File: config.mk
export PLATFORM = sky130hd
export DESIGN_NAME = demux4_stream_flat
export DESIGN_NICKNAME = d
export VERILOG_FILES = /design/src/rtl/demux4_stream_if.sv /design/src/rtl/demux4_stream.sv /design/src/flat_wrapper.sv
export SDC_FILE = /design/constraint.sdc
export NUM_CORES = 1
export LEC_CHECK = 0
export BUFFER_PORTS_ARGS = -buffer_cell sky130_fd_sc_hd__buf_2
export CORE_AREA = 2 2 78 80
export CTS_BUF_LIST = sky130_fd_sc_hd__clkbuf_16
export CTS_CLUSTER_DIAMETER = 80
export DETAILED_ROUTE_END_ITERATION = 8
export DIE_AREA = 0 0 80 82
export PLACE_DENSITY = 0.87
export REMOVE_ABC_BUFFERS = 1
export SYNTH_ARGS = -nofsm -noshare
export SYNTH_HDL_FRONTEND = slang
export SYNTH_SLANG_ARGS = --single-unit
File: constraint.sdc
create_clock -name clk -period 2 [get_ports clk]
set_input_delay 0.1 -clock clk [delete_from_list [all_inputs] [get_ports clk]]
set_output_delay 0.1 -clock clk [all_outputs]
set_load 0.02 [all_outputs]
File: src/rtl/demux4_stream_if.sv
// Stream bundle for demux4_stream: one upstream port fanned out to four channels.
// The DUT uses the slave modport and the producer/consumer side uses master.
interface demux4_stream_if #(
  parameter int unsigned WIDTH = 8
);
  logic               in_valid;
  logic               in_ready;
  logic [WIDTH-1:0]   in_data;
  logic [1:0]         in_sel;
  logic [3:0]         out_valid;
  logic [3:0]         out_ready;
  logic [4*WIDTH-1:0] out_data;
  logic [31:0]        out_cnt;

  modport master (
    output in_valid, in_data, in_sel, out_ready,
    input  in_ready, out_valid, out_data, out_cnt
  );

  modport slave (
    input  in_valid, in_data, in_sel, out_ready,
    output in_ready, out_valid, out_data, out_cnt
  );
endinterface

File: src/rtl/demux4_stream.sv
// 1-to-4 stream demultiplexer: one holding register and one 8-bit accept counter per channel.
// in_ready is combinational from the selected channel only, so other channels never block.
module demux4_stream #(
  parameter int unsigned WIDTH = 8
) (
  input logic            clk,
  input logic            rst,
  demux4_stream_if.slave bus
);

  logic [3:0]            valid_q, valid_d;
  logic [3:0][WIDTH-1:0] data_q, data_d;
  logic [3:0][7:0]       cnt_q, cnt_d;
  logic                  accept;

  assign bus.in_ready = ~valid_q[bus.in_sel] | bus.out_ready[bus.in_sel];
  assign accept       = bus.in_valid & bus.in_ready;

  // A load into a draining channel reloads it in the same cycle, so there is no bubble.
  always_comb begin
    valid_d = valid_q;
    data_d  = data_q;
    cnt_d   = cnt_q;
    for (int unsigned k = 0; k < 4; k++) begin
      if (accept && (bus.in_sel == 2'(k))) begin
        valid_d[k] = 1'b1;
        data_d[k]  = bus.in_data;
        cnt_d[k]   = cnt_q[k] + 8'd1;
      end else if (valid_q[k] && bus.out_ready[k]) begin
        valid_d[k] = 1'b0;
      end
    end
  end

  always_ff @(posedge clk or posedge rst) begin
    if (rst) begin
      valid_q <= '0;
      data_q  <= '0;
      cnt_q   <= '0;
    end else begin
      valid_q <= valid_d;
      data_q  <= data_d;
      cnt_q   <= cnt_d;
    end
  end

  assign bus.out_valid = valid_q;
  assign bus.out_data  = data_q;
  assign bus.out_cnt   = cnt_q;

endmodule

File: src/flat_wrapper.sv
// flat-port wrapper written by rule: the top's interface ports become plain ports
module demux4_stream_flat 
#(
  parameter int unsigned WIDTH = 8
)
  (clk, rst, bus_in_valid, bus_in_data, bus_in_sel, bus_out_ready, bus_in_ready, bus_out_valid, bus_out_data, bus_out_cnt);
  demux4_stream_if #(.WIDTH(WIDTH)) bus_i ();
  input logic clk;
  input logic rst;
  input wire logic [$bits(bus_i.in_valid)-1:0] bus_in_valid;
  input wire logic [$bits(bus_i.in_data)-1:0] bus_in_data;
  input wire logic [$bits(bus_i.in_sel)-1:0] bus_in_sel;
  input wire logic [$bits(bus_i.out_ready)-1:0] bus_out_ready;
  output wire logic [$bits(bus_i.in_ready)-1:0] bus_in_ready;
  output wire logic [$bits(bus_i.out_valid)-1:0] bus_out_valid;
  output wire logic [$bits(bus_i.out_data)-1:0] bus_out_data;
  output wire logic [$bits(bus_i.out_cnt)-1:0] bus_out_cnt;
  assign bus_i.in_valid = bus_in_valid;
  assign bus_i.in_data = bus_in_data;
  assign bus_i.in_sel = bus_in_sel;
  assign bus_i.out_ready = bus_out_ready;
  assign bus_in_ready = bus_i.in_ready;
  assign bus_out_valid = bus_i.out_valid;
  assign bus_out_data = bus_i.out_data;
  assign bus_out_cnt = bus_i.out_cnt;
  demux4_stream #(.WIDTH(WIDTH)) u_core (.clk(clk), .rst(rst), .bus(bus_i));
endmodule
==> report_table.html, run 1 <==
<table>
<tr><th>Metric</th><th>Value</th></tr>
<tr><th colspan="2">Clock tree</th></tr>
<tr><td>Number of gates given a new drive strength after cts</td><td>0</td></tr>
<tr><td>Insertion delay to the later sink of the worst-skew pair</td><td>approximately 0.32 ns</td></tr>
<tr><td>CTS tree</td><td>built</td></tr>
<tr><td>Clock root cell</td><td>clkbuf_16</td></tr>
<tr><td>Maximum number of buffers from clock root to sink</td><td>2</td></tr>
<tr><td>Clock transition at path regs</td><td>approximately 0.06 ns</td></tr>
<tr><td># H-tree levels</td><td>3</td></tr>
<tr><td>Total clock buffers created by CTS</td><td>9</td></tr>
<tr><td>Clock Sinks</td><td>68</td></tr>
<tr><td>Total setup buffers inserted after CTS</td><td>0</td></tr>
<tr><th colspan="2">Worst setup path</th></tr>
<tr><td>CP startpoint kind</td><td>register</td></tr>
<tr><td>Top fanout value on the critical path</td><td>7</td></tr>
<tr><td>Crit path required time</td><td>2.24 ns</td></tr>
<tr><td>Reg2reg end</td><td>u_core.bus.out_cnt[5]</td></tr>
<tr><td>Critical Path AT</td><td>between 1.5 and 2 ns</td></tr>
<tr><td>Peak per-stage delay on the critical path</td><td>around 0.68 ns</td></tr>
<tr><td>Type of the worst setup path</td><td>reg2reg</td></tr>
<tr><td>Launching point of the worst reg2reg path</td><td>u_core.bus.out_valid[0]</td></tr>
<tr><td>Cell breakdown of the critical path</td><td>nor2b_1 &gt; or4b_1 &gt; nor3_4 &gt; xor2_1</td></tr>
<tr><td>Category of the worst setup path capture point</td><td>register</td></tr>
<tr><td>R2r setup slk</td><td>about 0.29 ns</td></tr>
<tr><td>Register-to-Register Path Depth</td><td>4</td></tr>
<tr><td>Cell at the slowest stage of the critical path</td><td>or4b_1</td></tr>
<tr><th colspan="2">Place</th></tr>
<tr><td>Placement-stage worst setup slack</td><td>0.283 ns</td></tr>
<tr><td>Post-DP HPWL</td><td>between 4000 and 5000 um</td></tr>
<tr><td>Cell area after placement</td><td>between 0.003 and 0.004 sq mm</td></tr>
<tr><td>Routability congestion estimate</td><td>roughly 0.80</td></tr>
<tr><td>Cell count after placement</td><td>380</td></tr>
<tr><td>Count of buffers from port buffering</td><td>85</td></tr>
<tr><th colspan="2">Global routing</th></tr>
<tr><td>Overall routing resource usage</td><td>about a fifth</td></tr>
<tr><td>Aggregate global routing overflow</td><td>0</td></tr>
<tr><td>Number of global-route vias before repair</td><td>a little under 2000</td></tr>
<tr><td>Number of antenna violations at the first check in global routing</td><td>0</td></tr>
<tr><td>Maximum number of pins on one net before global-route repair</td><td>31</td></tr>
<tr><td>First-pass GRT wire length</td><td>roughly 9500 um</td></tr>
<tr><th colspan="2">Worst hold path</th></tr>
<tr><td>Hold Crit Class</td><td>in2reg</td></tr>
<tr><td>Number of cells on the worst hold path</td><td>3</td></tr>
<tr><td>Hold endpoint</td><td>u_core.bus.out_data[4]</td></tr>
<tr><td>HP Start</td><td>bus_in_data[4]</td></tr>
<tr><th colspan="2">Finish</th></tr>
<tr><td>Number of diodes added for antenna fixing</td><td>0</td></tr>
<tr><td>Number of nets in the layout</td><td>~340</td></tr>
<tr><td>Post-layout instance area</td><td>between 0.003 and 0.004 sq mm</td></tr>
<tr><td>Area grow syn2layout</td><td>29.9%</td></tr>
<tr><td>Cell Count, Final, Fillers Out</td><td>a little under 400</td></tr>
<tr><td>Fraction of layout instances using a drive strength above 1</td><td>a little over two fifths</td></tr>
<tr><th colspan="2">Synth</th></tr>
<tr><td>Number of distinct library cells after synthesis</td><td>24</td></tr>
<tr><td>Area fraction of the dominant cell type after synthesis</td><td>around three fifths</td></tr>
<tr><td>Flip-flop and latch count after synthesis</td><td>68</td></tr>
<tr><td>Most common cell in the synthesized netlist</td><td>dfrtp_1</td></tr>
<tr><td>Top cells by count, synth</td><td>dfrtp_1 (68), nand2_1 (37), mux2_2 (27)</td></tr>
<tr><td>Commonest register cell after synthesis</td><td>dfrtp_1</td></tr>
<tr><td>Async set or reset register ratio after synthesis</td><td>100%</td></tr>
<tr><td>Post-Syn Area</td><td>0.00283 sq mm</td></tr>
<tr><td>Share of synthesized area occupied by flip-flops and latches</td><td>roughly three fifths</td></tr>
<tr><td>Top post-synthesis cells by area</td><td>dfrtp_1 (60%), mux2_2 (11%), xnor2_1 (7.1%)</td></tr>
<tr><td>Number of cells produced by synthesis</td><td>around 220</td></tr>
<tr><td>Dominant cell type by area after synthesis</td><td>dfrtp_1</td></tr>
<tr><td>Count of flip-flops with a built-in enable after synthesis</td><td>0</td></tr>
<tr><td>Synthesized area per cell</td><td>12.9 sq um</td></tr>
<tr><td>YS warnings</td><td>0</td></tr>
<tr><th colspan="2">Outcome</th></tr>
<tr><td>Run status</td><td>finished clean</td></tr>
<tr><th colspan="2">Timing</th></tr>
<tr><td>Clock skew</td><td>0.00490 ns</td></tr>
<tr><td>Final critical-path setup slack</td><td>0.287 ns</td></tr>
<tr><td>Setup repair after global routing missed its margin</td><td>false</td></tr>
<tr><td>Fin. max-slew vios</td><td>0</td></tr>
<tr><td>Max Fclk</td><td>roughly 600 MHz</td></tr>
<tr><td>Final clock period utilization by the worst path</td><td>between 80% and 90%</td></tr>
<tr><td>Final Setup Violations</td><td>0</td></tr>
<tr><td>Final period demand of the worst path</td><td>~1.7 ns</td></tr>
<tr><td>Hold Violations, Final</td><td>0</td></tr>
<tr><td>Normalized max-slew margin</td><td>a little under three fifths</td></tr>
<tr><td>Actual slew at the worst max-slew pin</td><td>0.636 ns</td></tr>
<tr><th colspan="2">Floorplanning</th></tr>
<tr><td>Die Footprint</td><td>approximately 0.0066 sq mm</td></tr>
<tr><td>Initial cell density of the core</td><td>49.2%</td></tr>
<tr><td>Horiz. Die Dim</td><td>roughly 80 um</td></tr>
<tr><td>Num rows</td><td>28</td></tr>
<tr><td>Y dimension of the die</td><td>82 um</td></tr>
<tr><td>Number of primary I/O pins</td><td>86</td></tr>
<tr><td>Area of the placeable core</td><td>0.00575 sq mm</td></tr>
<tr><th colspan="2">Drt</th></tr>
<tr><td>Number of nets with antenna violations after routing</td><td>0</td></tr>
<tr><td>DR WL/cell</td><td>about 15 um</td></tr>
<tr><td>Final Routed Wirelength</td><td>5910 um</td></tr>
<tr><td>Number of vias in the routed layout</td><td>1984</td></tr>
<tr><td>Initial DRC Count</td><td>90</td></tr>
<tr><td>First-pass detailed-route iteration total</td><td>4</td></tr>
<tr><td>Number of vias per cell after detailed routing</td><td>5.01</td></tr>
<tr><td>Residual DRC count</td><td>0</td></tr>
<tr><th colspan="2">Job</th></tr>
<tr><td>Max capacitance violation total</td><td>0</td></tr>
<tr><th colspan="2">Power</th></tr>
<tr><td>Total power per unit cell area</td><td>1290 mW/mm^2</td></tr>
<tr><td>Total chip power</td><td>between 4000 and 5000 uW</td></tr>
<tr><td>Peak supply drop</td><td>between 0.0007 and 0.0008 V</td></tr>
<tr><td>Static leakage</td><td>between 0.0015 and 0.002 uW</td></tr>
</table>
## cells in the final DEF, fill, tap and decap left out
cell type,n
dlygate4sd3_1,1
clkbuf_16,9
mux2_2,27
dfrtp_1,68
clkinv_2,1
buf_2,85
nand2b_1,4
nand3_1,12
buf_4,9
ha_1,4
nor3b_2,1
nand4_1,8
and3_1,3
mux4_1,1
and2_1,6
clkinv_1,1
nand2_1,37
bufinv_16,1
nor3_4,2
and4_1,1
nor4b_2,1
or4b_1,1
clkinvlp_4,2
and4b_1,1
nor2b_1,2
inv_1,2
xnor2_1,23
inv_2,1
xor2_1,5
o21ai_0,1
buf_12,1
## where the power goes
| group | switching (uW) | internal (uW) | total, uW | leakage [uW] |
|---|---|---|---|---|
| logic | 769 | 510 | 1280 | 0.000864 |
| clock network | 545 | 945 | 1490 | 0.000136 |
| registers | 281 | 1690 | 1970 | 0.000854 |
| total | 1600 | 3150 | 4740 | 0.00185 |
## per-stage QoR
| stage | utilization (%) | TNS, ns | hold WS, ns |
|---|---|---|---|
| final | 63.9 | 0 | 0.0188 |
| after global routing | 63.9 | 0 | 0.0370 |
| after CTS | 63.9 | 0 | 0.0120 |
| after detailed placement | 58.8 | 0 | 0.224 |
| after global placement | 58.8 | 0 | 0.215 |
| after floorplan | - | -0.720 | 0.205 |
## flip-flops by register name (all words and copies together) (netlist names)
register,count
u_core.bus.out_cnt,32
u_core.bus.out_data,32
u_core.bus.out_valid,4
## kinds of logic after synthesis
family	share of synthesized area (%)
AOI/OAI and AO/OA	0.177
xor gates and xnor gates	8.68
adders and majority gates	1.77
buffers and inverters	2.39
DFF	60.2
muxes	11.7
and+or+nand+nor	15.1
## per-layer routing
metal  routed length (um)  up-vias  track usage, %
met4                   45        0            6.78
met2                 2800       68            29.0
met1                 2590      971            26.7
met3                  473        4            6.59
met5                    0        -               0
li1                     -      941               -
## cell type report
cell class	instances	area, sq um
Clock buffer	9	225
Clock inverter	6	57.6
Fill cell	479	2070
Inverter	2	7.51
Multi-Input combinational cell	140	1060
Sequential cell	68	1700
Tap cell	75	93.8
Timing Repair Buffer	96	523
## worst max-delay path: cells and delay by family, from the launching register on
family	cells	cell delay, ns
simple gates	3	1.09
flops	1	0.39
xor+xnor	1	0.15
## worst max-delay path by stage
stage	start	to	slack (ns)	cells past startpoint
after global routing	u_core.bus.out_valid[0]	u_core.bus.out_cnt[7]	0.15	4
after global placement	u_core.bus.out_valid[0]	u_core.bus.out_cnt[7]	0.37	4
after CTS	u_core.bus.out_valid[0]	u_core.bus.out_cnt[7]	0.27	4
final	u_core.bus.out_valid[0]	u_core.bus.out_cnt[5]	0.29	4
after detailed placement	u_core.bus.out_valid[0]	u_core.bus.out_cnt[5]	0.28	4
after floorplan	u_core.bus.out_valid[0]	u_core.bus.out_cnt[3]	-0.20	4
## what timing repair did
| item | 4_1_cts | 5_1_grt |
|---|---|---|
| hold buffers | 1 | 0 |
| hold endpoints to repair | 27 | 0 |
| setup endpoints to repair | 0 | 0 |
No activity file was read; power rests on OpenSTA's default activity.
==> run 2, diff against run 1 <==
- CORE_AREA: 2 2 78 80 -> 2 2 82 84
- DIE_AREA: 0 0 80 82 -> 0 0 84 86
- PLACE_DENSITY: 0.87 -> 0.84
- clock period: 2 -> 1.4 ns (I/O delays scaled with it)
==> run 2 against run 1 <==
  * The run now ends with setup timing left
  * Die area rose by 10%
  * Total power rose by 51%
  * Combinational power rose by 55%
  * Sequential share of layout area fell by 3.4 points
  * Largest power group unchanged
  * Largest cell class unchanged
  * First-iteration DRC count rose by 22%
  * Cell count rose by 4.5%
  * Clock power rose by 56%
  * Clock skew barely moved
  * Critical path depth did not move
  * Flip-flop and latch count did not move
  * Critical path type is now reg2out
  * Critical endpoint is now bus_in_ready
  * Sequential power rose by 44%
==> report_table.html, run 2 (synthesis results as in run 1) <==
<table>
<tr><th>Metric</th><th>Value</th></tr>
<tr><th colspan="2">Global routing</th></tr>
<tr><td>Number of antenna violations at the first check in global routing</td><td>0 (unchanged)</td></tr>
<tr><td>Maximum number of pins on one net before global-route repair</td><td>69 (+120%)</td></tr>
<tr><td>First-pass GRT wire length</td><td>10200 um (+7.6%)</td></tr>
<tr><td>Aggregate global routing overflow</td><td>0 (unchanged)</td></tr>
<tr><td>Overall routing resource usage</td><td>18.2% (-1.3 points)</td></tr>
<tr><td>Number of global-route vias before repair</td><td>2064 (+6.9%)</td></tr>
<tr><th colspan="2">Worst setup path</th></tr>
<tr><td>Launching point of the worst reg2reg path</td><td>u_core.bus.out_valid[0]</td></tr>
<tr><td>Type of the worst setup path</td><td>reg2out</td></tr>
<tr><td>R2r setup slk</td><td>-0.11 ns (-0.40 ns)</td></tr>
<tr><td>Crit path to</td><td>bus_in_ready</td></tr>
<tr><td>Cell at the slowest stage of the critical path</td><td>mux4_2</td></tr>
<tr><td>Category of the worst setup path capture point</td><td>primary output</td></tr>
<tr><td>Reg2reg end</td><td>u_core.bus.out_cnt[0]</td></tr>
<tr><td>Worst path most repeated cell</td><td>buf_6</td></tr>
<tr><td>Cell breakdown of the critical path</td><td>buf_6 &gt; nand2b_4 &gt; mux4_2 &gt; buf_6</td></tr>
<tr><td>CP startpoint kind</td><td>register</td></tr>
<tr><td>Crit path required time</td><td>1.33 ns (-0.91 ns)</td></tr>
<tr><td>Crit. Startpoint</td><td>u_core.bus.out_valid[0]</td></tr>
<tr><td>Peak per-stage delay on the critical path</td><td>0.46 ns (-0.22 ns)</td></tr>
<tr><td>Register-to-Register Path Depth</td><td>4 (unchanged)</td></tr>
<tr><td>Critical Path AT</td><td>1.45 ns (-0.51 ns)</td></tr>
<tr><td>Top fanout value on the critical path</td><td>2 (-5)</td></tr>
<tr><th colspan="2">Job</th></tr>
<tr><td>Max capacitance violation total</td><td>0 (unchanged)</td></tr>
<tr><th colspan="2">Clock tree</th></tr>
<tr><td>Clock root cell</td><td>clkbuf_16</td></tr>
<tr><td>Maximum number of buffers from clock root to sink</td><td>2 (unchanged)</td></tr>
<tr><td>Insertion delay to the later sink of the worst-skew pair</td><td>0.32 ns (about the same)</td></tr>
<tr><td>Total clock buffers created by CTS</td><td>9 (unchanged)</td></tr>
<tr><td>Clock transition at path regs</td><td>0.05 ns (about the same)</td></tr>
<tr><td>CTS tree</td><td>built</td></tr>
<tr><td># H-tree levels</td><td>3 (unchanged)</td></tr>
<tr><td>Clock Sinks</td><td>68 (unchanged)</td></tr>
<tr><th colspan="2">Drt</th></tr>
<tr><td>First-pass detailed-route iteration total</td><td>4 (unchanged)</td></tr>
<tr><td>Initial DRC Count</td><td>110 (+22%)</td></tr>
<tr><td>Final Routed Wirelength</td><td>6390 um (+8.0%)</td></tr>
<tr><td>DR WL/cell</td><td>15.4 um (+3.3%)</td></tr>
<tr><td>Residual DRC count</td><td>0 (unchanged)</td></tr>
<tr><td>Number of vias in the routed layout</td><td>2022 (+1.9%)</td></tr>
<tr><td>Number of vias per cell after detailed routing</td><td>4.88 (-2.5%)</td></tr>
<tr><td>Number of nets with antenna violations after routing</td><td>0 (unchanged)</td></tr>
<tr><th colspan="2">Timing</th></tr>
<tr><td>Final clock period utilization by the worst path</td><td>108%</td></tr>
<tr><td>Max Fclk</td><td>about 660 MHz</td></tr>
<tr><td>Sum Neg Setup Slack</td><td>-1.20 ns (-1.20 ns)</td></tr>
<tr><td>Clock skew</td><td>0.00536 ns (+0.000460 ns)</td></tr>
<tr><td>Final critical-path setup slack</td><td>-0.115 ns (-0.402 ns)</td></tr>
<tr><td>Hold Violations, Final</td><td>0 (unchanged)</td></tr>
<tr><td>Actual slew at the worst max-slew pin</td><td>0.351 ns (-0.285 ns)</td></tr>
<tr><td>Final Setup Violations</td><td>17 (+17)</td></tr>
<tr><td>Normalized max-slew margin</td><td>76.6% (+19 points)</td></tr>
<tr><td>Final period demand of the worst path</td><td>1.52 ns</td></tr>
<tr><td>Setup repair after global routing missed its margin</td><td>true</td></tr>
<tr><td>Fin. max-slew vios</td><td>0 (unchanged)</td></tr>
<tr><th colspan="2">Floorplanning</th></tr>
<tr><td>Num rows</td><td>29 (+3.6%)</td></tr>
<tr><td>Number of primary I/O pins</td><td>86 (unchanged)</td></tr>
<tr><td>Initial cell density of the core</td><td>45.0% (-4.2 points)</td></tr>
<tr><td>Area of the placeable core</td><td>0.00628 sq mm (+9.3%)</td></tr>
<tr><td>Die Footprint</td><td>0.00722 sq mm (+10%)</td></tr>
<tr><td>Horiz. Die Dim</td><td>84 um (+5.0%)</td></tr>
<tr><td>Y dimension of the die</td><td>86 um (+4.9%)</td></tr>
<tr><th colspan="2">Finish</th></tr>
<tr><td>FF/Latch Area</td><td>0.00170 sq mm (unchanged)</td></tr>
<tr><td>Fraction of layout instances using a drive strength above 1</td><td>45.7% (+2.1 points)</td></tr>
<tr><td>Multi-input logic area</td><td>0.00116 sq mm (+9.0%)</td></tr>
<tr><td>Commonest non-fill, non-tap cell in the layout</td><td>buf_2</td></tr>
<tr><td>Number of diodes added for antenna fixing</td><td>0 (unchanged)</td></tr>
<tr><td>Number of nets in the layout</td><td>353 (+4.4%)</td></tr>
<tr><td>Area grow syn2layout</td><td>40.3%</td></tr>
<tr><td>Fill cell total of the finished layout</td><td>506 (+5.6%)</td></tr>
<tr><td>Most frequent cells in the layout</td><td>buf_2 (84), dfrtp_1 (68), nand2_1 (37), xnor2_1 (23), mux2_4 (18)</td></tr>
<tr><th colspan="2">Place</th></tr>
<tr><td>Routability congestion estimate</td><td>0.780 (-2.2%)</td></tr>
<tr><td>Count of buffers from port buffering</td><td>85 (unchanged)</td></tr>
<tr><td>Post-DP HPWL</td><td>4090 um (-5.2%)</td></tr>
<tr><td>Placement-stage worst setup slack</td><td>-0.180 ns (-0.463 ns)</td></tr>
<tr><th colspan="2">Power</th></tr>
<tr><td>Total power per unit cell area</td><td>1800 mW/mm^2 (+40%)</td></tr>
<tr><td>Peak supply drop</td><td>0.00122 V (+55%)</td></tr>
<tr><td>Net switching power</td><td>2340 uW (+47%)</td></tr>
<tr><td>Combinational share of power</td><td>27.8% (+0.8 points)</td></tr>
<tr><td>Switching share of power</td><td>32.8% (-0.84 points)</td></tr>
<tr><td>Static leakage</td><td>0.00203 uW (+9.6%)</td></tr>
<tr><td>Fraction of power consumed by sequential logic</td><td>39.6% (-2.0 points)</td></tr>
<tr><td>Int Pwr</td><td>4800 uW (+53%)</td></tr>
<tr><td>Share of total power in the clock network</td><td>32.6% (+1.2 points)</td></tr>
<tr><th colspan="2">Outcome</th></tr>
<tr><td>Run status</td><td>finished with violations</td></tr>
<tr><td>Violated checks</td><td>setup timing</td></tr>
<tr><th colspan="2">Worst hold path</th></tr>
<tr><td>Hold Crit Class</td><td>in2reg</td></tr>
</table>
[run 2: cell count changes in the layout (fill, tap and decap cells not counted), sizes merged]
cell and delta:
buf +8, clkinv +2, clkinvlp -2, bufinv +1, dlygate4sd3 +7
[run 2: worst max-delay path, delay by kind of cell, from the launching register on]
kind                   cells  cell delay [ns]
muxes                      1             0.46
DFF                        1             0.36
and+or+nand+nor            1             0.05
buffers and inverters      2             0.26
[run 2: cell type report]
type                    count  area share (%)
flip-flops and latches     68            42.9
repair buffers            111            17.5
inverters                   2           0.189
well taps                  77            2.43
clock buffers               9            5.68
clock inverters             7            2.08
multi-input cells         140            29.2
[run 2: timing repair]
action                                  in CTS  in global routing
setup buffers                                4                  2
hold buffers                                 8                  0
pin swaps                                    6                  3
resized for setup                           18                 10
endpoints found under the setup margin      27                 40
hold endpoints to repair                    75                  0
[run 2: metrics by stage]
stage	cells	utilization (%)	cell area, sq um	total power (uW)	hold slack [ns]
after floorplan	210	-	2770	3970	0.175
after global placement	384	54.5	3420	4640	0.171
after detailed placement	384	54.5	3420	4710	0.176
after CTS	412	62.3	3910	7150	0.0174
after global routing	414	63.1	3960	7490	0.0493
final	414	63.1	3960	7150	0.0316
[run 2: power groups by stage]
stage | Combinational (uW) | Clock [uW] | Sequential, uW
2_1_floorplan | 612 | 0 | 3360
3_3_place_gp | 1810 | 0 | 2820
3_5_place_dp | 1860 | 0 | 2840
4_1_cts | 1950 | 2370 | 2820
5_1_grt | 2140 | 2450 | 2910
6_report | 1990 | 2330 | 2830
[run 2: worst min-delay path by stage]
stage | from | end | slack (ns) | cells past startpoint
after global routing | bus_in_data[1] | u_core.bus.out_data[1] | 0.05 | 3
after detailed placement | rst | u_core.bus.out_cnt[29] | 0.18 | 3
final | bus_in_data[1] | u_core.bus.out_data[1] | 0.03 | 3
after floorplan | bus_in_data[0] | u_core.bus.out_data[0] | 0.18 | 2
after CTS | bus_in_data[1] | u_core.bus.out_data[1] | 0.02 | 3
after global placement | rst | u_core.bus.out_cnt[28] | 0.17 | 3
[run 2: per-layer routing]
layer / vias to the layer above / wire length (um) / GRT usage, %
met5: - / 0 / 0
met4: 0 / 129 / 8.06
met3: 13 / 361 / 5.20
met2: 60 / 3040 / 28.9
met1: 984 / 2850 / 23.4
li1: 965 / - / -
